===== src/rtl/fetch_decode_queue_pkg.sv =====
// Shared types and constants for the fetch/decode queue.
package fetch_decode_queue_pkg;

  localparam int unsigned XLEN = 32;

  // addi x0, x0, 0: presented to decode whenever the queue is empty
  localparam logic [XLEN-1:0] NOP_INSTR = 32'h0000_0013;

  typedef struct packed {
    logic [XLEN-1:0] pc;
    logic [XLEN-1:0] instruction;
  } fd_entry_t;

endpackage


===== src/rtl/fetch_decode_queue_if.sv =====
// Fetch-side and decode-side handshake bundle for fetch_decode_queue.
// Signal prefixes are from the queue's point of view: i_* into the queue, o_* out of it.
interface fetch_decode_queue_if #(
  parameter int unsigned Depth = 2
);
  localparam int unsigned CntW = $clog2(Depth + 1);

  logic                                  i_flush;
  logic                                  i_valid;
  logic                                  o_ready;
  logic [fetch_decode_queue_pkg::XLEN-1:0] i_pc;
  logic [fetch_decode_queue_pkg::XLEN-1:0] i_instruction;
  logic                                  o_valid;
  logic                                  i_ready;
  logic [fetch_decode_queue_pkg::XLEN-1:0] o_pc;
  logic [fetch_decode_queue_pkg::XLEN-1:0] o_instruction;
  logic [CntW-1:0]                       o_count;

  // Queue side
  modport slave (
    input  i_flush, i_valid, i_pc, i_instruction, i_ready,
    output o_ready, o_valid, o_pc, o_instruction, o_count
  );

  // Fetch/decode (environment) side
  modport master (
    output i_flush, i_valid, i_pc, i_instruction, i_ready,
    input  o_ready, o_valid, o_pc, o_instruction, o_count
  );

endinterface


===== src/rtl/fetch_decode_queue_circ_ptr.sv =====
// Wrap-around pointer increment; Depth need not be a power of two.
module fetch_decode_queue_circ_ptr #(
  parameter int unsigned Depth = 2
) (
  input  logic [$clog2(Depth)-1:0] ptr,
  input  logic                     inc,
  output logic [$clog2(Depth)-1:0] ptr_next
);

  localparam int unsigned PtrW = $clog2(Depth);

  // Advance by one, explicit wrap at Depth-1
  always_comb begin
    ptr_next = ptr;
    if (inc) begin
      if (ptr == PtrW'(Depth - 1)) begin
        ptr_next = '0;
      end else begin
        ptr_next = ptr + PtrW'(1);
      end
    end
  end

endmodule


===== src/rtl/fetch_decode_queue.sv =====
// Elastic circular queue of {pc, instruction} pairs between fetch and decode.
// Shows a NOP bubble (pc=0) to decode whenever empty; flush drops all entries.
module fetch_decode_queue
  import fetch_decode_queue_pkg::*;
#(
  parameter int unsigned Depth = 2
) (
  input logic                  i_clk,
  input logic                  i_reset,
  fetch_decode_queue_if.slave  bus
);

  localparam int unsigned PtrW = $clog2(Depth);
  localparam int unsigned CntW = $clog2(Depth + 1);

  fd_entry_t           mem [Depth];
  logic [PtrW-1:0]     rd_q, wr_q, rd_next, wr_next;
  logic [CntW-1:0]     count_q, count_d;
  logic                ready, valid, push, pop;
  fd_entry_t           head;

  // Ready depends only on stored state, so there is no path from decode's i_ready
  assign ready = (count_q < CntW'(Depth));
  assign valid = (count_q != '0);
  assign push  = bus.i_valid & ready;
  assign pop   = valid & bus.i_ready;
  assign head  = mem[rd_q];

  fetch_decode_queue_circ_ptr #(.Depth(Depth)) u_rd_ptr (
    .ptr      (rd_q),
    .inc      (pop),
    .ptr_next (rd_next)
  );

  fetch_decode_queue_circ_ptr #(.Depth(Depth)) u_wr_ptr (
    .ptr      (wr_q),
    .inc      (push),
    .ptr_next (wr_next)
  );

  // Occupancy next-state; push+pop together leaves count unchanged
  always_comb begin
    count_d = count_q;
    case ({push, pop})
      2'b10:   count_d = count_q + CntW'(1);
      2'b01:   count_d = count_q - CntW'(1);
      default: count_d = count_q;
    endcase
  end

  // Pointer and count state; reset beats flush, flush beats push/pop
  always_ff @(posedge i_clk) begin
    if (i_reset || bus.i_flush) begin
      rd_q    <= '0;
      wr_q    <= '0;
      count_q <= '0;
    end else begin
      rd_q    <= rd_next;
      wr_q    <= wr_next;
      count_q <= count_d;
    end
  end

  // Storage is not reset; a flushed push is simply never written
  always_ff @(posedge i_clk) begin
    if (push && !bus.i_flush && !i_reset) begin
      mem[wr_q] <= '{pc: bus.i_pc, instruction: bus.i_instruction};
    end
  end

  // Outputs mask the head slot when empty so stale data never leaks
  always_comb begin
    bus.o_ready       = ready;
    bus.o_valid       = valid;
    bus.o_count       = count_q;
    bus.o_pc          = '0;
    bus.o_instruction = NOP_INSTR;
    if (valid) begin
      bus.o_pc          = head.pc;
      bus.o_instruction = head.instruction;
    end
  end

`ifndef SYNTHESIS
  a_count_bound : assert property (@(posedge i_clk) count_q <= CntW'(Depth));

  a_full_push_ignored : assert property (@(posedge i_clk) disable iff (i_reset || bus.i_flush)
      (bus.i_valid && !ready && !pop) |=> (count_q == $past(count_q)) && (wr_q == $past(wr_q)));
`endif

endmodule


===== src/flat_wrapper.sv =====
// flat-port wrapper written by rule: the top's interface ports become plain ports
module fetch_decode_queue_flat import fetch_decode_queue_pkg::*;
#(
  parameter int unsigned Depth = 2
)
  (i_clk, i_reset, bus_i_flush, bus_i_valid, bus_i_pc, bus_i_instruction, bus_i_ready, bus_o_ready, bus_o_valid, bus_o_pc, bus_o_instruction, bus_o_count);
  fetch_decode_queue_if #(.Depth(Depth)) bus_i ();
  input logic i_clk;
  input logic i_reset;
  input wire logic [$bits(bus_i.i_flush)-1:0] bus_i_flush;
  input wire logic [$bits(bus_i.i_valid)-1:0] bus_i_valid;
  input wire logic [$bits(bus_i.i_pc)-1:0] bus_i_pc;
  input wire logic [$bits(bus_i.i_instruction)-1:0] bus_i_instruction;
  input wire logic [$bits(bus_i.i_ready)-1:0] bus_i_ready;
  output wire logic [$bits(bus_i.o_ready)-1:0] bus_o_ready;
  output wire logic [$bits(bus_i.o_valid)-1:0] bus_o_valid;
  output wire logic [$bits(bus_i.o_pc)-1:0] bus_o_pc;
  output wire logic [$bits(bus_i.o_instruction)-1:0] bus_o_instruction;
  output wire logic [$bits(bus_i.o_count)-1:0] bus_o_count;
  assign bus_i.i_flush = bus_i_flush;
  assign bus_i.i_valid = bus_i_valid;
  assign bus_i.i_pc = bus_i_pc;
  assign bus_i.i_instruction = bus_i_instruction;
  assign bus_i.i_ready = bus_i_ready;
  assign bus_o_ready = bus_i.o_ready;
  assign bus_o_valid = bus_i.o_valid;
  assign bus_o_pc = bus_i.o_pc;
  assign bus_o_instruction = bus_i.o_instruction;
  assign bus_o_count = bus_i.o_count;
  fetch_decode_queue #(.Depth(Depth)) u_core (.i_clk(i_clk), .i_reset(i_reset), .bus(bus_i));
endmodule

===== config.mk =====
export PLATFORM = sky130hd
export DESIGN_NAME = fetch_decode_queue_flat
export DESIGN_NICKNAME = d
export VERILOG_FILES = /design/src/rtl/fetch_decode_queue_pkg.sv /design/src/rtl/fetch_decode_queue_if.sv /design/src/rtl/fetch_decode_queue_circ_ptr.sv /design/src/rtl/fetch_decode_queue.sv /design/src/flat_wrapper.sv
export SDC_FILE = /design/constraint.sdc
export NUM_CORES = 1
export LEC_CHECK = 0
export BUFFER_PORTS_ARGS = -buffer_cell sky130_fd_sc_hd__buf_2
export CAP_MARGIN = 10
export CORE_ASPECT_RATIO = 0.75
export CORE_UTILIZATION = 45
export DETAILED_ROUTE_END_ITERATION = 8
export PLACE_DENSITY = 0.67
export SLEW_MARGIN = 20
export SYNTH_ARGS = -nofsm -noshare
export SYNTH_HDL_FRONTEND = slang
export SYNTH_SLANG_ARGS = --single-unit

===== constraint.sdc =====
create_clock -name i_clk -period 13 [get_ports i_clk]
set_input_delay 1.3 -clock i_clk [delete_from_list [all_inputs] [get_ports i_clk]]
set_output_delay 1.3 -clock i_clk [all_outputs]
set_load 0.05 [all_outputs]

After elaboration in Yosys (flattened, before gate mapping)
Memory sizes are Yosys's and may differ from the RTL's. A register that Yosys moved wholly into a read port is not among the register bits.
Cells that the tools add are included.
{"block": "word_totals", "register_bits": 4, "mem_bits_rw": 128, "in_bits": 69, "elab_cells": 29, "n_memories": 1}
{"memory": "u_core.mem", "words": 2, "word_bits": 64, "read_ports": 1, "rd_clocked_by_memory_dff": 1, "write_ports": 1, "line": "fetch_decode_queue.sv:16", "source": "fd_entry_t mem [Depth];"}
{"block": "op_classes", "add_sub_neg": 4, "n_lt_le_gt_ge": 1, "eq_ne": 2, "mux": 9, "bitwise": 2, "n_reduce_logical": 7}
{"cell": "32-bit 2-to-1 mux", "n": 2}
{"cell": "1-bit 2-to-1 mux", "n": 6}
{"cell": "2-bit one-hot mux with 2 select lines", "n": 1}
{"cell": "2-bit nonzero test", "n": 2}
{"cell": "1-bit adder, second input constant", "n": 2}
{"cell": "2-bit by 1-bit adder with 2-bit output, second input constant", "n": 1}
{"cell": "1-bit AND", "n": 2}
{"cell": "2-bit by 1-bit == test with 1-bit output, second input constant", "n": 1}
{"cell": "2-bit == test, second input constant", "n": 1}
{"cell": "1-bit logical AND", "n": 2}
{"cell": "1-bit zero test", "n": 2}
{"cell": "2-bit less-than comparator, second input constant", "n": 1}
{"cell": "2-bit by 1-bit subtractor with 2-bit output, second input constant", "n": 1}
{"cell": "1-bit logical OR", "n": 1}

Logic depth before layout (Yosys ltp)
{"block": "depth", "word_depth": 6, "depth_mapped": 6, "mapped_depth_nobuf": 6}

Hierarchy
A second synthesis with hierarchy kept.
{"block": "hier_totals", "hier_cells": 293, "hier_area_um2": 5009.8}
{"module": "fetch_decode_queue", "n_inst": 1, "cells_per_inst": 291, "area_per_inst_um2": 4992.3, "seq_area_each_um2": 3923.8}
{"module": "fetch_decode_queue_circ_ptr", "n_inst": 2, "cells_per_inst": 1, "area_per_inst_um2": 8.8, "seq_area_each_um2": 0.0}

Worst setup path before layout
No wires, ideal clock.
{"block": "synth_timing", "path_kind": "input port to flip-flop", "startpoint": "input port bus_i_valid", "endpoint": "memory u_core.mem[0][0] in the netlist's numbering (enable)", "t_arrival_ns": 7.638, "required_time_ns": 12.349, "slack_ns": 4.711, "path_stages": 3, "cell_sequence": "nor2b_1 > inv_1 > nor4_1"}
{"block": "synth_between", "elab_chain_cells": 5}
{"item": "start: declaration", "line": "flat_wrapper.sv:11", "source": "input wire logic [$bits(bus_i.i_valid)-1:0] bus_i_valid;"}
{"item": "1-bit AND", "line": "fetch_decode_queue.sv:25", "source": "assign push = bus.i_valid & ready;"}
{"item": "1-bit logical AND (2 in a row)", "line": "fetch_decode_queue.sv:66", "source": "if (push && !bus.i_flush && !i_reset) begin"}
{"item": "1-bit 2-to-1 mux", "line": "fetch_decode_queue.sv:66"}
{"item": "1-bit 2-to-1 mux (implied by the code)", "line": "fetch_decode_queue.sv:67", "source": "mem[wr_q] <= '{pc: bus.i_pc, instruction: bus.i_instruction};"}
{"item": "end: declaration", "line": "fetch_decode_queue.sv:16"}
Every way passes these cells.

==> impl_metrics.env <==
export IMPL_start_util_pct=46.2
export IMPL_grt_first_pass_wirelength_um=13400
export IMPL_syn_num_nets=366
export IMPL_rows=33
export IMPL_dr_pass1_iters=4
export IMPL_cp_required_ps=11700
export IMPL_p_clk_share_pct=42.1
export IMPL_cts_tree="built"
export IMPL_p_leak_nw=2.39
export IMPL_yosys_warnings=0
export IMPL_placed_cell_area_um2=5850
export IMPL_setup_slack_ps=9670
export IMPL_ant_nets=0
export IMPL_vias_per_cell=4.84
export IMPL_drv_cap=0
export IMPL_avgSynthCellArea_um2=17.0
export IMPL_synth_edf_count=128
export IMPL_critPathKind="register to output pin"
export IMPL_path_clk_slew_ps=60
export IMPL_wl_um=9050
export IMPL_fin_cells=595
export IMPL_fin_worst_skew_ps=12.2
export IMPL_drc=0
export IMPL_maxSlewViolCount=0
export IMPL_final_area_um2=6400
export IMPL_critPathLaunchType="register"
export IMPL_seqPwrFrac_pct=48.5
export IMPL_place_congestion=0.777
export IMPL_cts_buffer_depth=2
export IMPL_routed_via_count=2878
export IMPL_num_nets_final=512
export IMPL_status="completed"
export IMPL_setup_violations_final=0
export IMPL_dp_cells=562
export IMPL_grt_usage_pct=16.3
export IMPL_crit_fanout=33
export IMPL_netlist_instances=296
export IMPL_yosys_most_used_dff="edfxtp_1"
export IMPL_clock_latency_ps=400
export IMPL_dpl_worst_slack_ps=9300
export IMPL_yosysSeqAreaShare_pct=78.3
export IMPL_grt_max_degree=65
export IMPL_grt_pass1_vias=2775
export IMPL_cts_sinks=133
export IMPL_fillers=892
export IMPL_ir_drop_v=0.000153
export IMPL_htreeDepth=4
export IMPL_yosys_register_bits=133
export IMPL_worst_slew_pin_slew_ps=1040
export IMPL_post_drt_wl_per_cell_um=15.2
export IMPL_synth_largest_area_cell="edfxtp_1"
export IMPL_slew_headroom_pct=30.3
export IMPL_rsz0062_at_grt="false"
export IMPL_synthToLayoutAreaGrowth_pct=27.1
export IMPL_antenna_found_initial=2
export IMPL_cts_setup_buffers=0
export IMPL_synthArstFlopShare_pct=0
export IMPL_synthTopCellsByArea="edfxtp_1, mux2i_1, nor2_1"
export IMPL_synth_area_um2=5040
export IMPL_dieArea_um2=11600
export IMPL_cp_arrival_ps=2030
export IMPL_coreArea_um2=10900
export IMPL_place_hpwl_um=5500
export IMPL_hold_buffers=0
export IMPL_die_w_um=124
export IMPL_switchingPower_uw=233
export IMPL_critPathCaptureType="output pin"
export IMPL_die_y_um=93.6
export IMPL_postLayoutCoreUtil_pct=58.7
export IMPL_num_antenna_cells=0
export IMPL_grt_overflow_total=0
export IMPL_ys_top_cells_by_count="edfxtp_1, mux2i_1, nor2_1"
export IMPL_internal_power_uw=764
export IMPL_final_min_clock_period_ps=3330
export IMPL_synth_top_cell_area_share_pct=76.3
export IMPL_clock_tree_root_cell="clkbuf_16"
export IMPL_cts_buffers=17
export IMPL_switching_share_pct=23.4
export IMPL_num_io_pins=137
export IMPL_hp_class="register to register"
export IMPL_power_density_nw_per_um2=156
export IMPL_synth_most_common_cell="edfxtp_1"
export IMPL_portBuffers=136
export IMPL_drtIter0Drc=118
export IMPL_post_route_period_util_pct=25.6
export IMPL_cts_resized_gates=0
export IMPL_fin_tns_setup_ps=0
export IMPL_comb_power_share_pct=9.3
export IMPL_yosysUniqueCellTypes=18
export IMPL_fmax_mhz=301
export IMPL_hold_viol_final=0
export IMPL_drive_gt1_share_pct=37.4
## cell families (layout without fill, tap and decap cells)
family,Yosys count,in the layout,share of synthesized area (%)
AOI/OAI and AO/OA,3,3,0.348
xor gates and xnor gates,4,4,0.696
adders and majority gates,1,1,0.248
buffers and inverters,17,176,1.89
DFF,133,133,78.3
muxes,64,64,12.7
and+or+nand+nor,74,74,5.81
## power by group through the flow
stage          sequential (mW)  combinational, mW  clock [mW]
6_report                 0.484             0.0931       0.420
2_1_floorplan            0.493             0.0640           0
3_5_place_dp             0.493             0.0926           0
5_1_grt                  0.484             0.0992       0.448
4_1_cts                  0.485             0.0929       0.428
3_3_place_gp             0.493             0.0913           0
## registers in the layout, summed over array words and instances (netlist names), named ones only
signal / flops
u_core.bus.o_count: 2
u_core.mem: 128
u_core.rd_q: 1
u_core.wr_q: 1
## stage by stage
| stage | hold WS [ps] | power [mW] |
|---|---|---|
| floorplan | 520 | 0.557 |
| global placement | 561 | 0.584 |
| detailed placement | 578 | 0.586 |
| CTS | 587 | 1.01 |
| global route | 636 | 1.03 |
| finish | 578 | 0.996 |
## per-layer routing
layer  vias to the layer above  part of all wire, %  GRT usage [%]
li1                       1388                    -              -
met1                      1351                   43           19.3
met2                       118                   46           25.3
met3                        17                  9.4           8.17
met4                         4                  1.2           6.15
met5                         -                 0.30              0
## layout make-up
type	count	area, um2	area share (%)
Sequential cell	133	3950	61.7
Clock buffer	21	440	6.88
Timing Repair Buffer	140	723	11.3
Clock inverter	11	86.3	1.35
Tap cell	140	175	2.74
Inverter	4	15.0	0.235
Multi-Input combinational cell	146	1010	15.8
## critical path, stage by stage (launching register included)
cell	delay, ps
dfxtp_4	720
buf_12	320
mux2i_1	230
nor2_1	70
buf_2	250
## cell usage in the layout, fill, tap and decap left out, types with 3 or more instances in the layout
master / netlist / routed
buf_2: 7 / 136
edfxtp_1: 128 / 128
mux2i_1: 64 / 64
nor2_1: 63 / 62
clkbuf_16: 0 / 17
clkinv_2: 0 / 5
inv_1: 4 / 4
nor3_1: 4 / 4
clkbuf_1: 0 / 4
dfxtp_1: 5 / 4
nand2_1: 3 / 3
buf_4: 6 / 3
## final timing paths
check / slack, ps / to / cells after the start / start
setup / recovery: 9670 / bus_o_pc[0] / 4 / register
hold / removal: 580 / u_core.bus.o_count[1] / 2 / u_core.bus.o_count[1]
setup reg to reg: 10330 / u_core.mem[0][50] / 4 / u_core.bus.o_count[1]
hold reg to reg: 580 / u_core.bus.o_count[1] / 2 / u_core.bus.o_count[1]
Note: power is estimated with default switching activity, not from simulation.
